## config.mk

```make
export PLATFORM = sky130hd
export DESIGN_NAME = serial_add_sub_flat
export DESIGN_NICKNAME = d
export VERILOG_FILES = /design/src/rtl/serial_add_sub_if.sv /design/src/rtl/serial_add_sub.sv /design/src/flat_wrapper.sv
export SDC_FILE = /design/constraint.sdc
export NUM_CORES = 1
export LEC_CHECK = 0
export ABC_AREA = 1
export BUFFER_PORTS_ARGS = -buffer_cell sky130_fd_sc_hd__buf_4
export CORE_UTILIZATION = 40
export CTS_CLUSTER_DIAMETER = 200
export CTS_CLUSTER_SIZE = 40
export DETAILED_ROUTE_END_ITERATION = 10
export GPL_TIMING_DRIVEN = 0
export HOLD_SLACK_MARGIN = 0.08
export SYNTH_ARGS = -nofsm -noshare
export SYNTH_HDL_FRONTEND = slang
export SYNTH_SLANG_ARGS = --single-unit
```

## constraint.sdc

```tcl
create_clock -name clk -period 2.5 [get_ports clk]
set_clock_uncertainty 0.1 [all_clocks]
set_input_delay 0.25 -clock clk [delete_from_list [all_inputs] [get_ports clk]]
set_output_delay 0.25 -clock clk [all_outputs]
set_load 0.02 [all_outputs]
```

## src/rtl/serial_add_sub_if.sv

```systemverilog
// Handshake and data bundle for serial_add_sub.
//   start/mode/A/B/C_in : request side, driven by the master
//   ready/done          : idle indication and one-cycle result strobe
//   S/C_out/V           : result, raw carry out of the MSB, signed overflow
interface serial_add_sub_if #(
  parameter int unsigned WIDTH = 8
);
  logic             start;
  logic             mode;
  logic [WIDTH-1:0] A;
  logic [WIDTH-1:0] B;
  logic             C_in;
  logic             ready;
  logic             done;
  logic [WIDTH-1:0] S;
  logic             C_out;
  logic             V;

  modport master (
    output start, mode, A, B, C_in,
    input  ready, done, S, C_out, V
  );

  modport slave (
    input  start, mode, A, B, C_in,
    output ready, done, S, C_out, V
  );
endinterface

```

## src/rtl/serial_add_sub.sv

```systemverilog
// Multi-cycle adder/subtractor processing DIGIT bits of a WIDTH-bit operand pair per clock.
//   clk   : rising-edge clock
//   rst_n : asynchronous active-low reset
//   bus   : serial_add_sub_if slave (start/mode/A/B/C_in in; ready/done/S/C_out/V out)
// Add computes A + B + C_in; subtract computes A + ~B + ~C_in (A - B - C_in). A request is
// accepted only while idle; the result appears WIDTH/DIGIT cycles later with a one-cycle done.
module serial_add_sub #(
  parameter int unsigned WIDTH = 8,
  parameter int unsigned DIGIT = 1
) (
  input logic             clk,
  input logic             rst_n,
  serial_add_sub_if.slave bus
);

  localparam int unsigned NumDigits = (DIGIT == 0) ? 1 : WIDTH / DIGIT;
  localparam int unsigned CntW      = (NumDigits > 1) ? $clog2(NumDigits) : 1;
  localparam logic [CntW-1:0] LastCnt = CntW'(NumDigits - 1);

  if (WIDTH < 2) begin : g_bad_width
    $error("serial_add_sub: WIDTH must be at least 2");
  end
  if (DIGIT == 0 || DIGIT > WIDTH || ((DIGIT == 0) ? 1 : (WIDTH % DIGIT)) != 0)
  begin : g_bad_digit
    $error("serial_add_sub: DIGIT must divide WIDTH exactly");
  end

  typedef enum logic [1:0] {StIdle, StRun, StDone} state_e;

  state_e            state_q, state_d;
  logic [WIDTH-1:0]  a_q, a_d;
  logic [WIDTH-1:0]  b_q, b_d;
  logic              carry_q, carry_d;
  logic [CntW-1:0]   cnt_q, cnt_d;
  logic [WIDTH-1:0]  s_q, s_d;
  logic              cout_q, cout_d;
  logic              v_q, v_d;

  logic [DIGIT:0]    dsum;
  logic              c_into_msb;
  logic [WIDTH-1:0]  a_shift;
  logic [WIDTH-1:0]  b_shift;

  // Digit adder on the low DIGIT bits of the operand registers.
  assign dsum = {1'b0, a_q[DIGIT-1:0]} + {1'b0, b_q[DIGIT-1:0]} + {{DIGIT{1'b0}}, carry_q};
  // Carry into the top bit of the digit; on the final digit this is the carry into the MSB.
  assign c_into_msb = dsum[DIGIT-1] ^ a_q[DIGIT-1] ^ b_q[DIGIT-1];

  // The partial sum is shifted into the top of the A register as its LSBs are consumed, so
  // after the last digit a_shift holds the full result.
  if (DIGIT < WIDTH) begin : g_shift
    assign a_shift = {dsum[DIGIT-1:0], a_q[WIDTH-1:DIGIT]};
    assign b_shift = {{DIGIT{1'b0}}, b_q[WIDTH-1:DIGIT]};
  end else begin : g_no_shift
    assign a_shift = dsum[DIGIT-1:0];
    assign b_shift = '0;
  end

  always_comb begin
    state_d = state_q;
    a_d     = a_q;
    b_d     = b_q;
    carry_d = carry_q;
    cnt_d   = cnt_q;
    s_d     = s_q;
    cout_d  = cout_q;
    v_d     = v_q;
    unique case (state_q)
      StIdle: begin
        if (bus.start) begin
          a_d     = bus.A;
          b_d     = bus.mode ? ~bus.B : bus.B;
          carry_d = bus.C_in ^ bus.mode;
          cnt_d   = '0;
          state_d = StRun;
        end
      end
      StRun: begin
        a_d     = a_shift;
        b_d     = b_shift;
        carry_d = dsum[DIGIT];
        cnt_d   = cnt_q + 1'b1;
        if (cnt_q == LastCnt) begin
          s_d     = a_shift;
          cout_d  = dsum[DIGIT];
          v_d     = c_into_msb ^ dsum[DIGIT];
          state_d = StDone;
        end
      end
      StDone: begin
        state_d = StIdle;
      end
      default: begin
        state_d = StIdle;
      end
    endcase
  end

  always_ff @(posedge clk or negedge rst_n) begin
    if (!rst_n) begin
      state_q <= StIdle;
      a_q     <= '0;
      b_q     <= '0;
      carry_q <= 1'b0;
      cnt_q   <= '0;
      s_q     <= '0;
      cout_q  <= 1'b0;
      v_q     <= 1'b0;
    end else begin
      state_q <= state_d;
      a_q     <= a_d;
      b_q     <= b_d;
      carry_q <= carry_d;
      cnt_q   <= cnt_d;
      s_q     <= s_d;
      cout_q  <= cout_d;
      v_q     <= v_d;
    end
  end

  assign bus.ready = (state_q == StIdle);
  assign bus.done  = (state_q == StDone);
  assign bus.S     = s_q;
  assign bus.C_out = cout_q;
  assign bus.V     = v_q;

endmodule

```

## src/flat_wrapper.sv

```systemverilog
// flat-port wrapper written by rule: the top's interface ports become plain ports
module serial_add_sub_flat 
#(
  parameter int unsigned WIDTH = 8,
  parameter int unsigned DIGIT = 1
)
  (clk, rst_n, bus_start, bus_mode, bus_A, bus_B, bus_C_in, bus_ready, bus_done, bus_S, bus_C_out, bus_V);
  serial_add_sub_if #(.WIDTH(WIDTH)) bus_i ();
  input logic clk;
  input logic rst_n;
  input wire logic [$bits(bus_i.start)-1:0] bus_start;
  input wire logic [$bits(bus_i.mode)-1:0] bus_mode;
  input wire logic [$bits(bus_i.A)-1:0] bus_A;
  input wire logic [$bits(bus_i.B)-1:0] bus_B;
  input wire logic [$bits(bus_i.C_in)-1:0] bus_C_in;
  output wire logic [$bits(bus_i.ready)-1:0] bus_ready;
  output wire logic [$bits(bus_i.done)-1:0] bus_done;
  output wire logic [$bits(bus_i.S)-1:0] bus_S;
  output wire logic [$bits(bus_i.C_out)-1:0] bus_C_out;
  output wire logic [$bits(bus_i.V)-1:0] bus_V;
  assign bus_i.start = bus_start;
  assign bus_i.mode = bus_mode;
  assign bus_i.A = bus_A;
  assign bus_i.B = bus_B;
  assign bus_i.C_in = bus_C_in;
  assign bus_ready = bus_i.ready;
  assign bus_done = bus_i.done;
  assign bus_S = bus_i.S;
  assign bus_C_out = bus_i.C_out;
  assign bus_V = bus_i.V;
  serial_add_sub #(.WIDTH(WIDTH), .DIGIT(DIGIT)) u_core (.clk(clk), .rst_n(rst_n), .bus(bus_i));
endmodule
```

==> results of run 1 <==
==> synthesized netlist by cell type (all sizes together) <==
cell type and count:
ha 2, nand2 75, nor2 12, xnor2 2, a21oi 1, o21ai 13, dfrtp 32, inv 16
o211ai 7, o22ai 1, nand3 7, xor2 6, fa 1, buf 5
==> power groups by stage <==
stage	combinational (mW)	clock (mW)	sequential (mW)
finish	1.10	0.413	0.905
floorplan	0.684	0	0.981
global placement	1.07	0	0.902
global route	1.27	0.445	0.939
detailed placement	1.11	0	0.915
CTS	1.11	0.425	0.907
==> sequential cells by signal, summed over array words and instances, names as in the netlist <==
register and count:
u_core.a_q 8, u_core.b_q 8, u_core.bus.S 8, u_core.cnt_q 3, u_core.state_q 2, u_core.bus.C_out 1
u_core.bus.V 1, u_core.carry_q 1
==> metrics by stage <==
step / area (sq um) / total power, mW / cells
floorplan: 1540 / 1.67 / 180
global placement: 1840 / 1.97 / 259
detailed placement: 1840 / 2.02 / 259
CTS: 1940 / 2.45 / 268
global route: 1940 / 2.66 / 268
finish: 1940 / 2.42 / 268
==> worst paths after layout <==
path | end | cells past startpoint | slack (ns)
max | u_core.bus.V$_DFFE_PN0P_ | 7 | 0.86
max in group asynchronous | u_core.cnt_q[2]$_DFFE_PN0P_ | 2 | 1.66
max reg2reg | u_core.bus.V$_DFFE_PN0P_ | 7 | 0.86
min reg2reg | u_core.bus.S[6]$_DFFE_PN0P_ | 2 | 0.37
min in group asynchronous | u_core.bus.S[1]$_DFFE_PN0P_ | 2 | 0.35
min | u_core.a_q[3]$_DFFE_PN0P_ | 3 | 0.1
==> routing by layer <==
metal / vias to the layer above / part of all wire
met3: 7 / 0.044
met2: 26 / 0.46
met1: 609 / 0.48
met5: - / 0
met4: 0 / 0.015
li1: 640 / -
==> cells in the final DEF (no fill, tap or decap), drive strengths merged <==
master,count
dlygate4sd3,1
nand2,75
buf,36
xnor2,2
nand3,7
fa,1
inv,16
nor2,12
a21oi,1
clkbuf,8
o211ai,7
o21ai,13
ha,2
dfrtp,32
xor2,6
o22ai,1
==> logic make-up (layout without fill, tap and decap cells) <==
logic type | Yosys count | in the layout | synth area share
simple gates | 94 | 94 | 0.243
xor+xnor | 8 | 8 | 0.0454
fa+ha+maj | 3 | 3 | 0.0292
buf+inv | 21 | 61 | 0.0608
compound gates | 22 | 22 | 0.103
flops | 32 | 32 | 0.519
==> critical path: cells and delay by family (launching register included) <==
family	cells	cell delay, ns
adder cells (fa/ha/maj)	1	0.52
flip-flops	1	0.44
AND/OR/NAND/NOR	5	0.32
buffers and inverters	1	0.16
==> cell type report <==
cell class	count	share of cell area
Clock buffer	8	0.0465
Timing Repair Buffer	32	0.125
Tap cell	48	0.0310
Sequential cell	32	0.414
Buffer	5	0.0175
Inverter	16	0.0310
Multi-Input combinational cell	127	0.335
==> repair_timing <==
item / 4_1_cts / 5_1_grt
hold buffers: 1 / 0
endpoints found under the hold margin: 32 / 0
resized for setup: 0 / 0
setup buffers: 0 / 0
==> metrics, run 1 <==
status finished clean; synthesized area per cell 8.57 sq um; Die Wd 64.1 microns; Final period util 0.655; Final ANT Viol Nets 0; Seq cells post-synth 32; grt met3 use 0.0518; Slew @ Worst Pin 0.441 ns; routed via count 1,282; antenna diode count 0; number of port buffers 31; Synth Cell Area 0.00154 sq mm; Hold Slack 0.0967 ns; fmax 611 MHz; Max Cap Violations 0; dpl ws 0.889 ns; Crit path largest cell delay 0.52 ns; vias in the first global route 1,278; fin nets 243; sequential cell area 801 sq um; Total GRT Usage 0.188; Internal 1.42 mW; Yosys cell types 22; DR pass1 iterations 4; Seq pwr share 0.374; setup violators final 0; Net Sw Power 1.01 mW; Syn Nets 204; Worst Setup SP u_core.b_q[0]$_DFFE_PN0P_; Ys Warns 0; Comb pwr share 0.456; final hold vios 0; met2 usage 0.311; Clock Root Buffer clkbuf_8; Peak VDD IR 0.614 mV; fillcell total 379; clock network fraction of design power 0.171; full die area 0.00411 sq mm; Post-Synthesis Cells 180; register area share after synthesis 0.519; core area 0.00369 sq mm; Util after Layout 0.525; Power per Cell Area 1250 mW/mm^2; total negative slack 0 ns; row count 22; Avg Vias per Cell 4.78; CP Launch Type register; CTS clk-pin slew, worst paths 0.07 ns; RSZ-0062 raised after global routing false; min Tclk post-route 1.64 ns; pin count of the biggest net entering global routing 33; H-tree depth 2; Boundary Pins 33; Critical Path End Type register; CP dominant cell by count nand2_1; Final HPWL DP 2.35 mm; Sw Ratio 0.416; gpl congestion 0.701; Slew HR 0.706; Post-Route WL 3.34 mm; CTS tree yes; met1 usage 0.231; Area contributors post-synth dfrtp_1 (52%), nand2_1 (18%), o21ai_2 (4.5%); Worst EP arrival 1.72 ns; CTS sink cnt 32; max-slew violations 0; Worst Setup Slack, final 0.863 ns; worst reg2reg path startpoint u_core.b_q[0]$_DFFE_PN0P_; mean routed wirelength per cell 12.5 microns; Clock Path Buffers 2; share of cells above drive strength 1 0.255; area occupied by multi-input gates 648 sq um; drt drc 0; crit path cell chain fa_1, inv_1, nand2_1, nand2_1, nand2_1, nand3_1, nand2_1; HP Class in2reg; largest area contributor in the netlist dfrtp_1; Critical Setup Path Class reg2reg; maximum fanout along the worst path 5; Worst Path Required 2.58 ns; Lkg Pwr 0.996 nW; Top Usage Layer GRT met2; DR iter-0 viols 48; Initial Utilization 0.418; Die Ht 64.1 microns; worst skew pair latency 0.28 ns; hold path start bus_A[3]; Overflow after GRT 0; top-area cell type share of the netlist area 0.519; P&R area growth vs syn 25.5%; TritonCTS buffer count 5; critical path's slowest cell fa_1; antenna violations before repair 0; global-route wire length before repair 5.84 mm
Note: power is estimated with default switching activity, not from simulation.
==> run 2, diff against run 1 <==
==> constraint.sdc (replaced) <==
create_clock -name clk -period 1.31 [get_ports clk]
set_clock_uncertainty 0.1 [all_clocks]
set_input_delay 0.131 -clock clk [delete_from_list [all_inputs] [get_ports clk]]
set_output_delay 0.131 -clock clk [all_outputs]
set_load 0.02 [all_outputs]
==> run 2 against run 1 <==
Compared with the run above: the run now ends with setup timing left; critical path depth is 3 lower; cell count is 13% higher; global-route usage is 2.2 points higher; die area stayed put; routed wire length is 12% higher; sequential share of layout area is 8.1 points lower; sequential power is 98% higher; critical endpoint is now u_core.a_q[7]$_DFFE_PN0P_; largest cell class unchanged.
==> metrics, run 2 (synthesis gave the netlist of run 1 again) <==
status finished with violations; violated checks setup timing; CTS tree yes; final hold vios 0; antenna violations before repair 0; H-tree depth 2; Die Wd 64.1 microns; Power per Cell Area 2240 mW/mm^2; routed via count 1,419; share of cells above drive strength 1 0.357; Worst Setup Slack, final -0.210 ns; setup violators final 11; mean routed wirelength per cell 12.4 microns; CP Launch Type register; Clock Root Buffer clkbuf_8; min Tclk post-route 1.52 ns; worst skew pair latency 0.29 ns; Worst EP arrival 1.62 ns; Placed Cells 259; HP Class in2reg; CTS clk-pin slew, worst paths 0.06 ns; Post-Route WL 3.75 mm; Die Ht 64.1 microns; Hold Slack 0.105 ns; fmax 658 MHz; fin nets 278; Max Cap Violations 0; full die area 0.00411 sq mm; CTS sink cnt 32; antenna diode count 0; Slew HR 0.724; Slew @ Worst Pin 0.414 ns; Peak VDD IR 0.954 mV; core area 0.00369 sq mm; Final ANT Viol Nets 0; most frequent cells in the layout nand2_1 (66), buf_4 (44), dfrtp_1 (30); DR pass1 iterations 4; pin count of the biggest net entering global routing 33; RSZ-0062 raised after global routing true; Avg Vias per Cell 4.68; drt drc 0; Worst Path Required 1.41 ns; Clock Path Buffers 2; Overflow after GRT 0; TritonCTS buffer count 5; row count 22; final design area excluding fillers 0.00241 sq mm; max-slew violations 0; most common cell after layout, fill and taps aside nand2_1; Final period util 1.16; fillcell total 315; global-route wire length before repair 6.43 mm; Critical Setup Path Class reg2reg; placed cell area 0.00186 sq mm; vias in the first global route 1,471; gpl congestion 0.801; Lkg Pwr 1.20 nW; Total GRT Usage 0.210; number of port buffers 31; Initial Utilization 0.418; P&R area growth vs syn 56.3%; Boundary Pins 33; Final HPWL DP 2.39 mm; Critical Path End Type register; Post-Layout Cell Count 303; DR iter-0 viols 49; maximum fanout along the worst path 4
-- run 2: changes by cell type in the layout (fill, tap and decap cells not counted), moves of 3 or more --
cell	delta
buf_6	+4
inv_1	-3
buf_4	+12
nand2_4	+6
dlygate4sd3_1	+17
inv_4	+4
nand2_1	-8
-- run 2: worst paths after layout --
path / endpoint / cells after the start / start / slack [ns]
hold reg to reg: u_core.bus.V$_DFFE_PN0P_ / 2 / u_core.bus.V$_DFFE_PN0P_ / 0.38
setup / recovery: u_core.a_q[7]$_DFFE_PN0P_ / 4 / u_core.carry_q$_DFFE_PN0P_ / -0.21
hold / removal: u_core.carry_q$_DFFE_PN0P_ / 5 / bus_C_in / 0.10
max in group asynchronous: u_core.state_q[1]$_DFFE_PN0P_ / 2 / rst_n / 0.57
setup reg to reg: u_core.a_q[7]$_DFFE_PN0P_ / 4 / u_core.carry_q$_DFFE_PN0P_ / -0.21
min in group asynchronous: u_core.a_q[4]$_DFFE_PN0P_ / 2 / rst_n / 0.23
-- run 2: final cells by class --
cell class	instances	area, sq um	area share
sequential	32	803	0.333
multi-input combinational	127	736	0.305
timing repair buffer	67	589	0.244
clock buffer	8	90.1	0.0374
inverter	16	70.1	0.0291
buffer	5	62.6	0.0259
tap	48	60.1	0.0249
-- run 2: per-layer routing --
metal / GRT usage / wire length [microns]
met2: 0.374 / 1910
met1: 0.234 / 1610
met5: 0 / 0
met4: 0.117 / 88
met3: 0.0429 / 134
-- run 2: stage by stage --
step	utilization	setup WS (ns)	TNS, ns	total power [mW]
floorplan	-	-0.132	-0.272	3.26
global placement	0.505	-0.179	-3.09	3.86
detailed placement	0.505	-0.208	-3.56	3.94
CTS	0.620	-0.190	-1.31	5.14
global route	0.654	-0.293	-2.04	5.87
finish	0.654	-0.210	-1.14	5.41
-- run 2: repair_timing --
action                                  4_1_cts  5_1_grt
setup buffers                                10        7
gates resized for setup                      22       12
hold buffers                                 18        0
endpoints found under the setup margin       25       25
pin swaps                                    13        6
gates cloned                                  0        1
hold endpoints to repair                     49        0
-- run 2: report_power, final --
part | total [mW] | internal (mW) | switching [mW]
sequential | 1.79 | 1.45 | 0.340
combinational | 2.85 | 1.39 | 1.46
clock | 0.775 | 0.428 | 0.348
total | 5.41 | 3.26 | 2.15
-- run 2: critical path, stage by stage (launching register included) --
cell,delay (ns)
dfrtp_1,0.40
fa_2,0.61
inv_2,0.05
buf_4,0.12
o211ai_1,0.15
